**src/rtl/keypad_scanner.sv**
```systemverilog
// 4x4 matrix keypad scanner: one-cold column scan, debounced press/release,
// and a two-digit history of accepted keys for the display.
module keypad_scanner #(
    parameter int SCAN_COUNT     = 48000,
    parameter int DEBOUNCE_COUNT = 960000
) (
    input  logic       clk,
    input  logic       reset,
    input  logic [3:0] rows,
    output logic [3:0] cols,
    output logic [3:0] key,
    output logic       key_valid,
    output logic       key_held,
    output logic [3:0] digit_new,
    output logic [3:0] digit_old
);

    localparam int CNT_MAX = (SCAN_COUNT > DEBOUNCE_COUNT) ? SCAN_COUNT : DEBOUNCE_COUNT;
    localparam int CNT_W   = (CNT_MAX > 1) ? $clog2(CNT_MAX) : 1;
    localparam logic [CNT_W-1:0] SCAN_LAST = CNT_W'(SCAN_COUNT - 1);
    localparam logic [CNT_W-1:0] DEB_LAST  = CNT_W'(DEBOUNCE_COUNT - 1);

    // state    | meaning
    // SCAN     | stepping columns, rows sampled on the last cycle of each dwell
    // DEBOUNCE | candidate key found, column frozen, waiting for a stable press
    // HELD     | key accepted, waiting for the row to go high
    // RELEASE  | row high, waiting for a stable release
    typedef enum logic [1:0] {ST_SCAN, ST_DEBOUNCE, ST_HELD, ST_RELEASE} state_t;

    state_t           r_state, w_state_nxt;
    logic [3:0]       r_sync1, r_sync2;
    logic [CNT_W-1:0] r_cnt, w_cnt_nxt;
    logic [1:0]       r_col, w_col_nxt, r_row, w_row_nxt, w_low_row;
    logic             w_any_low, w_row_low, w_accept, w_release_done;
    logic [3:0]       r_cols, r_key, r_digit_new, r_digit_old, w_key_code;
    logic             r_key_valid, r_key_held;

    always_ff @(posedge clk or negedge reset) begin
        if (!reset) begin
            r_sync1 <= 4'hF;
            r_sync2 <= 4'hF;
        end else begin
            r_sync1 <= rows;
            r_sync2 <= r_sync1;
        end
    end

    assign w_any_low = ~&r_sync2;
    assign w_row_low = ~r_sync2[r_row];

    always_comb begin
        w_low_row = 2'd3;
        if (!r_sync2[0])      w_low_row = 2'd0;
        else if (!r_sync2[1]) w_low_row = 2'd1;
        else if (!r_sync2[2]) w_low_row = 2'd2;
    end

    always_comb begin
        w_key_code = 4'h0;
        case ({r_row, r_col})
            4'h0: w_key_code = 4'h1;
            4'h1: w_key_code = 4'h2;
            4'h2: w_key_code = 4'h3;
            4'h3: w_key_code = 4'hA;
            4'h4: w_key_code = 4'h4;
            4'h5: w_key_code = 4'h5;
            4'h6: w_key_code = 4'h6;
            4'h7: w_key_code = 4'hB;
            4'h8: w_key_code = 4'h7;
            4'h9: w_key_code = 4'h8;
            4'hA: w_key_code = 4'h9;
            4'hB: w_key_code = 4'hC;
            4'hC: w_key_code = 4'hE;
            4'hD: w_key_code = 4'h0;
            4'hE: w_key_code = 4'hF;
            4'hF: w_key_code = 4'hD;
            default: w_key_code = 4'h0;
        endcase
    end

    always_comb begin
        w_state_nxt    = r_state;
        w_cnt_nxt      = r_cnt;
        w_col_nxt      = r_col;
        w_row_nxt      = r_row;
        w_accept       = 1'b0;
        w_release_done = 1'b0;
        case (r_state)
            ST_SCAN: begin
                if (r_cnt == SCAN_LAST) begin
                    w_cnt_nxt = '0;
                    if (w_any_low) begin
                        w_row_nxt   = w_low_row;
                        w_state_nxt = ST_DEBOUNCE;
                    end else begin
                        w_col_nxt = r_col + 2'd1;
                    end
                end else begin
                    w_cnt_nxt = r_cnt + 1'b1;
                end
            end
            ST_DEBOUNCE: begin
                if (!w_row_low) begin
                    w_state_nxt = ST_SCAN;
                    w_cnt_nxt   = '0;
                    w_col_nxt   = r_col + 2'd1;
                end else if (r_cnt == DEB_LAST) begin
                    w_state_nxt = ST_HELD;
                    w_cnt_nxt   = '0;
                    w_accept    = 1'b1;
                end else begin
                    w_cnt_nxt = r_cnt + 1'b1;
                end
            end
            ST_HELD: begin
                if (!w_row_low) begin
                    w_state_nxt = ST_RELEASE;
                    w_cnt_nxt   = '0;
                end
            end
            ST_RELEASE: begin
                if (w_row_low) begin
                    w_state_nxt = ST_HELD;
                    w_cnt_nxt   = '0;
                end else if (r_cnt == DEB_LAST) begin
                    w_state_nxt    = ST_SCAN;
                    w_cnt_nxt      = '0;
                    w_col_nxt      = 2'd0;
                    w_release_done = 1'b1;
                end else begin
                    w_cnt_nxt = r_cnt + 1'b1;
                end
            end
            default: w_state_nxt = ST_SCAN;
        endcase
    end

    always_ff @(posedge clk or negedge reset) begin
        if (!reset) r_state <= ST_SCAN;
        else        r_state <= w_state_nxt;
    end

    always_ff @(posedge clk or negedge reset) begin
        if (!reset) begin
            r_cnt       <= '0;
            r_col       <= 2'd0;
            r_row       <= 2'd0;
            r_cols      <= 4'b1110;
            r_key       <= 4'h0;
            r_key_valid <= 1'b0;
            r_key_held  <= 1'b0;
            r_digit_new <= 4'h0;
            r_digit_old <= 4'h0;
        end else begin
            r_cnt       <= w_cnt_nxt;
            r_col       <= w_col_nxt;
            r_row       <= w_row_nxt;
            // Decoded from the next column so the pin is a flop output, one-cold
            r_cols      <= ~(4'b0001 << w_col_nxt);
            r_key_valid <= w_accept;
            if (w_accept) begin
                r_key       <= w_key_code;
                r_digit_new <= w_key_code;
                r_digit_old <= r_digit_new;
                r_key_held  <= 1'b1;
            end else if (w_release_done) begin
                r_key_held  <= 1'b0;
            end
        end
    end

    assign cols      = r_cols;
    assign key       = r_key;
    assign key_valid = r_key_valid;
    assign key_held  = r_key_held;
    assign digit_new = r_digit_new;
    assign digit_old = r_digit_old;

endmodule

```
**config.mk**
```make
export PLATFORM = sky130hd
export DESIGN_NAME = keypad_scanner
export DESIGN_NICKNAME = d
export VERILOG_FILES = /design/src/rtl/keypad_scanner.sv
export SDC_FILE = /design/constraint.sdc
export NUM_CORES = 1
export LEC_CHECK = 0
export CAP_MARGIN = 20
export CORE_ASPECT_RATIO = 0.5
export CORE_UTILIZATION = 51
export CTS_CLUSTER_SIZE = 28
export DETAILED_ROUTE_END_ITERATION = 16
export PLACE_DENSITY = 0.74
export SYNTH_ARGS = -nofsm -noshare
export SYNTH_HDL_FRONTEND = slang
export SYNTH_SLANG_ARGS = --single-unit
export TNS_END_PERCENT = 100
```
**constraint.sdc**
```tcl
create_clock -name clk -period 2 [get_ports clk]
set_input_delay 0.2 -clock clk [delete_from_list [all_inputs] [get_ports clk]]
set_output_delay 0.2 -clock clk [all_outputs]
set_load 0.005 [all_outputs]
```
## After elaboration in Yosys (flattened, before gate mapping)

Memory sizes are Yosys's and may differ from the RTL's. A register that Yosys moved wholly into a read port is not among the register bits.
Cells that the tools add are included.

- Add/sub/neg operators: 2
- $lt $le $gt $ge: 1
- Equality and inequality tests: 10
- Shift-type cells: 1
- Muxes and demuxes: 32
- Bitwise operators: 2
- Reduce and logical (&&, ||, !) cells: 6

Operators by type and width:

| operator | number |
|---|---|
| $mux W20 | 5 |
| $pmux W20 S4 | 1 |
| $mux W2 | 14 |
| $add A20 B1 Y20 const B | 1 |
| $eq A20 B16 Y1 const B | 1 |
| $eq A20 B20 Y1 const B | 1 |
| $mux W1 | 9 |
| $pmux W2 S4 | 1 |
| $ne A2 B2 Y1 const B | 3 |
| $ne A3 B3 Y1 const B | 2 |
| $pmux W2 S3 | 1 |
| $reduce_and A5 Y1 | 1 |
| $eq A2 B2 Y1 const B | 2 |
| $not A4 Y4 | 1 |
| $reduce_and A4 Y1 | 1 |
| $shl A1 B2 Y4 const A | 1 |
| $lt A2 B3 Y1 const B | 1 |
| $reduce_and A3 Y1 | 1 |
| $add A2 B1 Y2 const B | 1 |
| $bmux W1 S2 | 1 |
| $eq A2 B1 Y1 const B | 1 |
| $logic_not A2 Y1 | 1 |
| $reduce_bool A2 Y1 | 1 |
| $logic_not A1 Y1 | 1 |
| $not A1 Y1 | 1 |

- Register bits after elaboration: 44
- Memory bits (read-only): 64
- Input bits: 6
- Word-level logic and storage cells: 65
- Memories kept: 1

Memories:

| name | words | bits a word | rd ports | clocked after Yosys merged registers in | wr ports | line | RTL |
|---|---|---|---|---|---|---|---|
| (name not given) | 16 | 4 | 1 | 1 | 0 | 60 | `case ({r_row, r_col})` |

## Longest topological paths before layout

- Word-level depth: 6
- Mapped depth: 7

## Least setup slack after synthesis

OpenSTA, ideal clock, no wires.

- Path type: flip-flop to flip-flop
- From: register r_row[0]
- To: register r_digit_new[0], in the netlist digit_new[0]
- Library setup time: 0.125 ns
- Arrival time: 1.939 ns
- Setup slack: -0.064 ns
- Cell stages (with the launch flop): 6
- Path buffers: 2
- Clock period less this slack: 2.064 ns
- Path through: dfrtp_1 -> buf_6 -> mux4_2 -> buf_6 -> nor4_4 -> mux2_2

- Longest elaborated chain between the ends: 4

RTL lines:

| element | line | RTL |
|---|---|---|
| start: declaration | 33 | `logic [1:0] r_col, w_col_nxt, r_row, w_row_nxt, w_low_row;` |
| start signal: assignment | 157 | `r_row <= w_row_nxt;` |
| $bmux W1 S2 | 49 | `assign w_row_low = ~r_sync2[r_row];` |
| $mux W1 (implied by the code) | 49 |  |
| $mux W1 | 103 | `if (!w_row_low) begin` |
| $mux W1 | 88 | `case (r_state)` |
| end signal: assignment | 163 | `r_digit_new <= w_key_code;` |
| end: declaration | 35 | `logic [3:0] r_cols, r_key, r_digit_new, r_digit_old, w_key_code;` |

Parallel ways exist; a longest one is shown, timed or not. The select of a mux whose other input is x is not followed.
A chain may end at the register's enable or synchronous reset.

## Worst setup path in the final report

- From: register r_cnt[14]
- To: register r_cols[2], in the netlist cols[2]

- Longest elaborated chain between the ends: 6

RTL lines:

| element | line | RTL |
|---|---|---|
| start: declaration | 32 | `logic [CNT_W-1:0] r_cnt, w_cnt_nxt;` |
| start signal: assignment | 155 | `r_cnt <= w_cnt_nxt;` |
| $eq A20 B20 Y1 | 125 | `end else if (r_cnt == DEB_LAST) begin` |
| $mux W2 | 125 |  |
| $mux W2 | 122 | `if (w_row_low) begin` |
| $pmux W2 S3 (*) | 88 |  |
| named net w_col_nxt[0] | 33 |  |
| $shl A1 B2 Y4 (*) | 159 | `r_cols <= ~(4'b0001 << w_col_nxt);` |
| $not A4 Y4 (*) | 159 |  |
| end signal: assignment | 159 |  |
| end: declaration | 35 |  |

The timed path passes the listed nets; every way through them passes the cells marked *.

==> flow_metrics.env <==
export IMPL_nNetsFinal=320
export IMPL_synth_distinct_cells=51
export IMPL_tightestPinTransition_ns=0.439
export IMPL_drive_gt1_frac=0.313
export IMPL_dp_cells=358
export IMPL_clk_latency_ns=0.31
export IMPL_hpwlAfterDp_mm=3.89
export IMPL_hold_path_class="in2reg"
export IMPL_grt_pass1_wl_mm=9.07
export IMPL_r2r_cells=5
export IMPL_hold_depth=1
export IMPL_cts_tree="done"
export IMPL_r2r_start="r_cnt[14]"
export IMPL_initial_utilization=0.552
export IMPL_syn_area_per_cell_um2=10.3
export IMPL_seq_area_frac_synth=0.481
export IMPL_finalSetupTns_ns=-0.0511
export IMPL_synthArstFlopShare=1.00
export IMPL_dieArea_um2=5250
export IMPL_routed_wl_mm=5.58
export IMPL_r2r_setup_slack_ns=-0.04
export IMPL_vias_per_cell=5.62
export IMPL_cts_inserted_buffers=5
export IMPL_ys_warnings_count=0
export IMPL_antenna_found_initial=0
export IMPL_vias=2114
export IMPL_syn_inst=245
export IMPL_grt_ovfl_total=0
export IMPL_io_pins=24
export IMPL_leakagePower_nw=1.40
export IMPL_arrival_ns=2.31
export IMPL_die_w_um=101
export IMPL_clkSlewWorstSetupHoldPaths_ns=0.09
export IMPL_failed_checks="negative setup slack"
export IMPL_drtIter0Drc=71
export IMPL_fin_ws_ns=-0.0449
export IMPL_required_ns=2.26
export IMPL_syn_cell_area_um2=2520
export IMPL_fin_crit_sh=1.02
export IMPL_maxCapViolations=0
export IMPL_dp_slack_ns=-0.0336
export IMPL_slew_viol_final=0
export IMPL_cp_end_kind="flip-flop"
export IMPL_status="finished with violations"
export IMPL_hold_slack_ns=0.297
export IMPL_final_hold_violation_count=0
export IMPL_slew_headroom=0.705
export IMPL_core_um2=4570
export IMPL_worst_path_max_fanout=5
export IMPL_synth_ff_type="dfrtp_1"
export IMPL_cp_start_kind="flip-flop"
export IMPL_grt_usage=0.230
export IMPL_fmax_mhz=489
export IMPL_fin_skew_ns=0.0126
export IMPL_rsz0062_at_grt="yes"
export IMPL_r2r_end="cols[2]"
export IMPL_cts_root_buf="clkbuf_8"
export IMPL_firstDrtPassIters=4
export IMPL_setup_viol=2
export IMPL_syn_nets=256
export IMPL_fin_crit_ns=2.04
export IMPL_synth_edf_count=0
export IMPL_grt_max_degree=49
export IMPL_fp_row_count=17
export IMPL_fp_dieH_um=51.7
export IMPL_placement_io_buffers=23
export IMPL_antenna_cells=0
export IMPL_cts_sinks=48
export IMPL_synth_seq_cells=48
export IMPL_cts_max_level=2
export IMPL_fin_cells=376
export IMPL_clockBufferDepth=2
export IMPL_place_gp_congestion=0.874
export IMPL_syn2layout_area_growth_pct=32.8
export IMPL_place_area_um2=3070
export IMPL_power_density_nw_per_um2=517
export IMPL_hold_end="r_sync1[2]"
export IMPL_final_area_um2=3350
export IMPL_ir_drop_mv=0.253
export IMPL_routedWlPerCell_um=14.8
export IMPL_hold_path_startpoint="rows[2]"
export IMPL_post_route_drc_count=0
export IMPL_worst_setup_path_type="reg2reg"
export IMPL_ant_nets=0
export IMPL_grt_pass1_vias=2017
[critical path: stages (launching register included)]
cell and delay, ns:
dfrtp_1 0.38, nand4bb_4 0.25, or4_4 0.56, o311a_1 0.34
a221oi_4 0.27, nand2b_4 0.19
[layer usage]
metal / vias up / routed length (µm) / global-route usage / share of wire
met4: 0 / 70 / 0.0870 / 0.013
met2: 55 / 2730 / 0.391 / 0.49
met1: 1047 / 2510 / 0.290 / 0.45
li1: 1004 / - / - / -
met3: 8 / 272 / 0.0524 / 0.049
met5: - / 0 / 0 / 0
[through the flow]
stage / power [mW] / util
2_1_floorplan: 1.02 / -
5_1_grt: 1.79 / 0.733
6_report: 1.73 / 0.733
4_1_cts: 1.74 / 0.702
3_3_place_gp: 1.06 / 0.672
3_5_place_dp: 1.06 / 0.672
[cells in the mapped netlist (7+ instances only)]
master	number	area share
mux2_2	8	0.036
o21ai_0	11	0.022
xor2_1	7	0.024
nor3_1	8	0.016
nand3_1	8	0.016
dfrtp_1	37	0.37
xnor2_1	10	0.035
inv_1	7	0.010
nor2_1	16	0.024
nand2_1	20	0.030
a21oi_1	25	0.050
dfstp_2	11	0.11
[how the worst max path moves through the flow]
stage / cells past startpoint / slack [ns] / from / endpoint
6_report: 5 / -0.04 / r_cnt[14] / cols[2]
5_1_grt: 5 / -0.12 / r_cnt[14] / cols[2]
4_1_cts: 6 / -0.02 / r_cnt[0] / cols[2]
3_5_place_dp: 7 / -0.03 / r_row[0] / r_cnt[16]
3_3_place_gp: 5 / 0.02 / r_cnt[16] / cols[0]
2_1_floorplan: 6 / -0.04 / r_cnt[0] / digit_new[0]
[where the power goes]
part	switching, mW	internal [mW]
registers	0.00530	0.985
logic	0.0298	0.0213
clock network	0.318	0.374
total	0.353	1.38
[layout by cell type, fill, tap and decap left out, types with 5 or more instances in the layout]
cell type / instances
nor3_1: 8
inv_1: 7
a21oi_1: 25
nor2_1: 15
buf_4: 41
clkbuf_8: 5
mux2_2: 8
clkdlybuf4s50_1: 22
nand3_1: 8
xor2_1: 7
xnor2_1: 10
o21ai_0: 11
nand2_1: 19
dfrtp_1: 37
nand4_1: 6
dfstp_2: 11
[layout make-up]
cell class                 instances  area, µm²
inverter                           8       30.0
clock inverter                     1       30.0
multi-input combinational        178       1320
fill                             309       1220
clock buffer                       7       76.3
timing repair buffer              68        594
tap                               66       82.6
sequential                        48       1210
[state kept, by name, summed over array words and instances, names as in the netlist, named ones only]
register and flops:
r_sync2 4, r_state 1, digit_old 4, r_row 2, cols 4, r_cnt 20, digit_new 4, r_sync1 4
key_held 1, r_col 2, key_valid 1
[logic make-up after synthesis]
logic type / after synthesis / share of synthesized area
AND/OR/NAND/NOR: 93 / 0.216
multiplexers: 13 / 0.0605
adder cells (fa/ha/maj): 5 / 0.0248
flip-flops: 48 / 0.481
AO/OA/AOI/OAI: 50 / 0.117
buffers and inverters: 19 / 0.0412
XOR/XNOR: 17 / 0.0590
[what timing repair did]
action / CTS / global route
setup endpoints to repair: 19 / 33
resized for setup: 1 / 15
setup buffers: 2 / 7
pin swaps: 4 / 6
endpoints found under the hold margin: 37 / 0
hold buffers: 1 / 0
No activity file was read; power rests on OpenSTA's default activity.
==> RTL edit (same flow settings) <==
Change the parameter `SCAN_COUNT` from 48000 to 192000.
--- a/src/rtl/keypad_scanner.sv
+++ b/src/rtl/keypad_scanner.sv
@@ -3,3 +3,3 @@
 module keypad_scanner #(
-    parameter int SCAN_COUNT     = 48000,
+    parameter int SCAN_COUNT     = 192000,
     parameter int DEBOUNCE_COUNT = 960000
Function: no difference found for any inputs over 10 cycles, from zero or initial values and one cycle with reset low; that may be too few to reach the edited logic, so the function may still have changed.
==> RTL edit against the unedited design <==
Hold slack worse by 0.0048 ns; sequential share of layout area increased by 1.2 points; area after synthesis is 3.8% lower; critical path depth is 3 higher; final area down 3.0%; sequential power about the same; global-route usage fell by 1.7 points; critical endpoint is now cols[1]; total power is 1.1% higher; wire length down 6.1%; sequential cell count is the same; worst setup slack better by 0.067 ns; die area shrank 3.7%.
==> RTL edit: results <==
global_route:
  grt_start_max_net_pins: 33
  grt_first_pass_wirelength_um: 8180
  vias_in_the_first_global_route: 1812
worst_setup_path:
  worst_r2r_endpoint: "cols[1]"
  crit_slowest_cell: "sky130_fd_sc_hd__dfrtp_1"
  critical_path.reg2reg.startpoint: "r_cnt[1]"
  reg2regPathDepth: 8
  timing.critical_path.arrival_ns: 2.22
  cpPeakStageDelay_ns: 0.38
  setup_slack_of_the_most_critical_reg_to_reg_path_ns: 0.02
logic_synthesis:
  netlist-cell-type-count: 47
  avg_cell_area_syn_um2: 10.2
  postSynthNetCount: 248
  synth-seq-area-share_pct: 50.0
  netlist_top_cells_count: "sky130_fd_sc_hd__dfrtp_1 (37), sky130_fd_sc_hd__nor2_1 (33), sky130_fd_sc_hd__nand2_1 (17)"
layout:
  largest_reg_flops: 20
  number_of_nets_in_the_layout: 309
power:
  p_leak_nw: 1.40
  switching_share_pct: 21.4
  max-vdd-ir-drop_v: 0.000304
detailed_routing:
  post_drt_via_cell_ratio: 5.35
  dr.first_iter.drc_count: 56
  wirelength_um: 5240
  drt_drc_violations_left: 0
  route.vias.total: 1951
run_status:
  outcome: "finished, final reports clean"
hold_path:
  hold_startpoint: "rows[3]"
  hold_path_end: "r_sync1[3]"
place:
  placement_setup_slack_ns: -0.0541
  post_dp_area_mm2: 0.00295
  final_weighted_congestion_of_routability_driven_global_placement: 0.799
  post-dp-hpwl_um: 3420
  place.detailed.instances: 351
timing:
  relSlewSlack_pct: 70.1
  finClkSkew_ns: 0.0141
  finalHoldWorstSlack_ns: 0.292
clock_tree:
  cts.repair_timing.setup_buffer_count: 3
-- RTL edit: logic make-up after synthesis --
kind of cell	Yosys count	share of synthesized area (%)
AO/OA/AOI/OAI	34	9.69
XOR/XNOR	17	6.13
adder cells (fa/ha/maj)	5	2.58
buffers and inverters	23	5.67
flip-flops	48	50.0
multiplexers	10	5.00
AND/OR/NAND/NOR	100	20.9
-- RTL edit: final cells by class --
type | instances | area, um2
clock buffers | 5 | 68.8
clock inverters | 3 | 42.5
fillers | 283 | 1240
inverters | 9 | 33.8
multi-input cells | 167 | 1230
flip-flops and latches | 48 | 1220
well taps | 66 | 82.6
repair buffers | 67 | 581
-- RTL edit: metal layers --
layer  wire length (um)  global-route usage, %  vias to the layer above
met5                  0                      0                        -
met1               2370                   27.3                      944
li1                   -                      -                      949
met2               2590                   36.5                       44
met3                206                   5.01                       14
met4                 74                   5.64                        0
-- RTL edit: worst max path at each step --
stage	start	cells after the start	end
finish	r_cnt[1]	8	cols[1]
global route	r_cnt[1]	8	cols[1]
CTS	r_cnt[1]	9	r_cnt[9]
detailed placement	r_cnt[12]	5	cols[2]
global placement	r_cnt[12]	7	r_cnt[18]
floorplan	r_row[0]	7	digit_new[0]
-- RTL edit: power groups by stage --
| stage | Sequential [mW] | Clock (mW) | Combinational (mW) |
|---|---|---|---|
| 6_report | 0.990 | 0.708 | 0.0539 |
| 2_1_floorplan | 1.01 | 0 | 0.0107 |
| 3_3_place_gp | 1.01 | 0 | 0.0448 |
| 5_1_grt | 0.991 | 0.759 | 0.0598 |
| 3_5_place_dp | 1.01 | 0 | 0.0460 |
| 4_1_cts | 0.988 | 0.713 | 0.0509 |
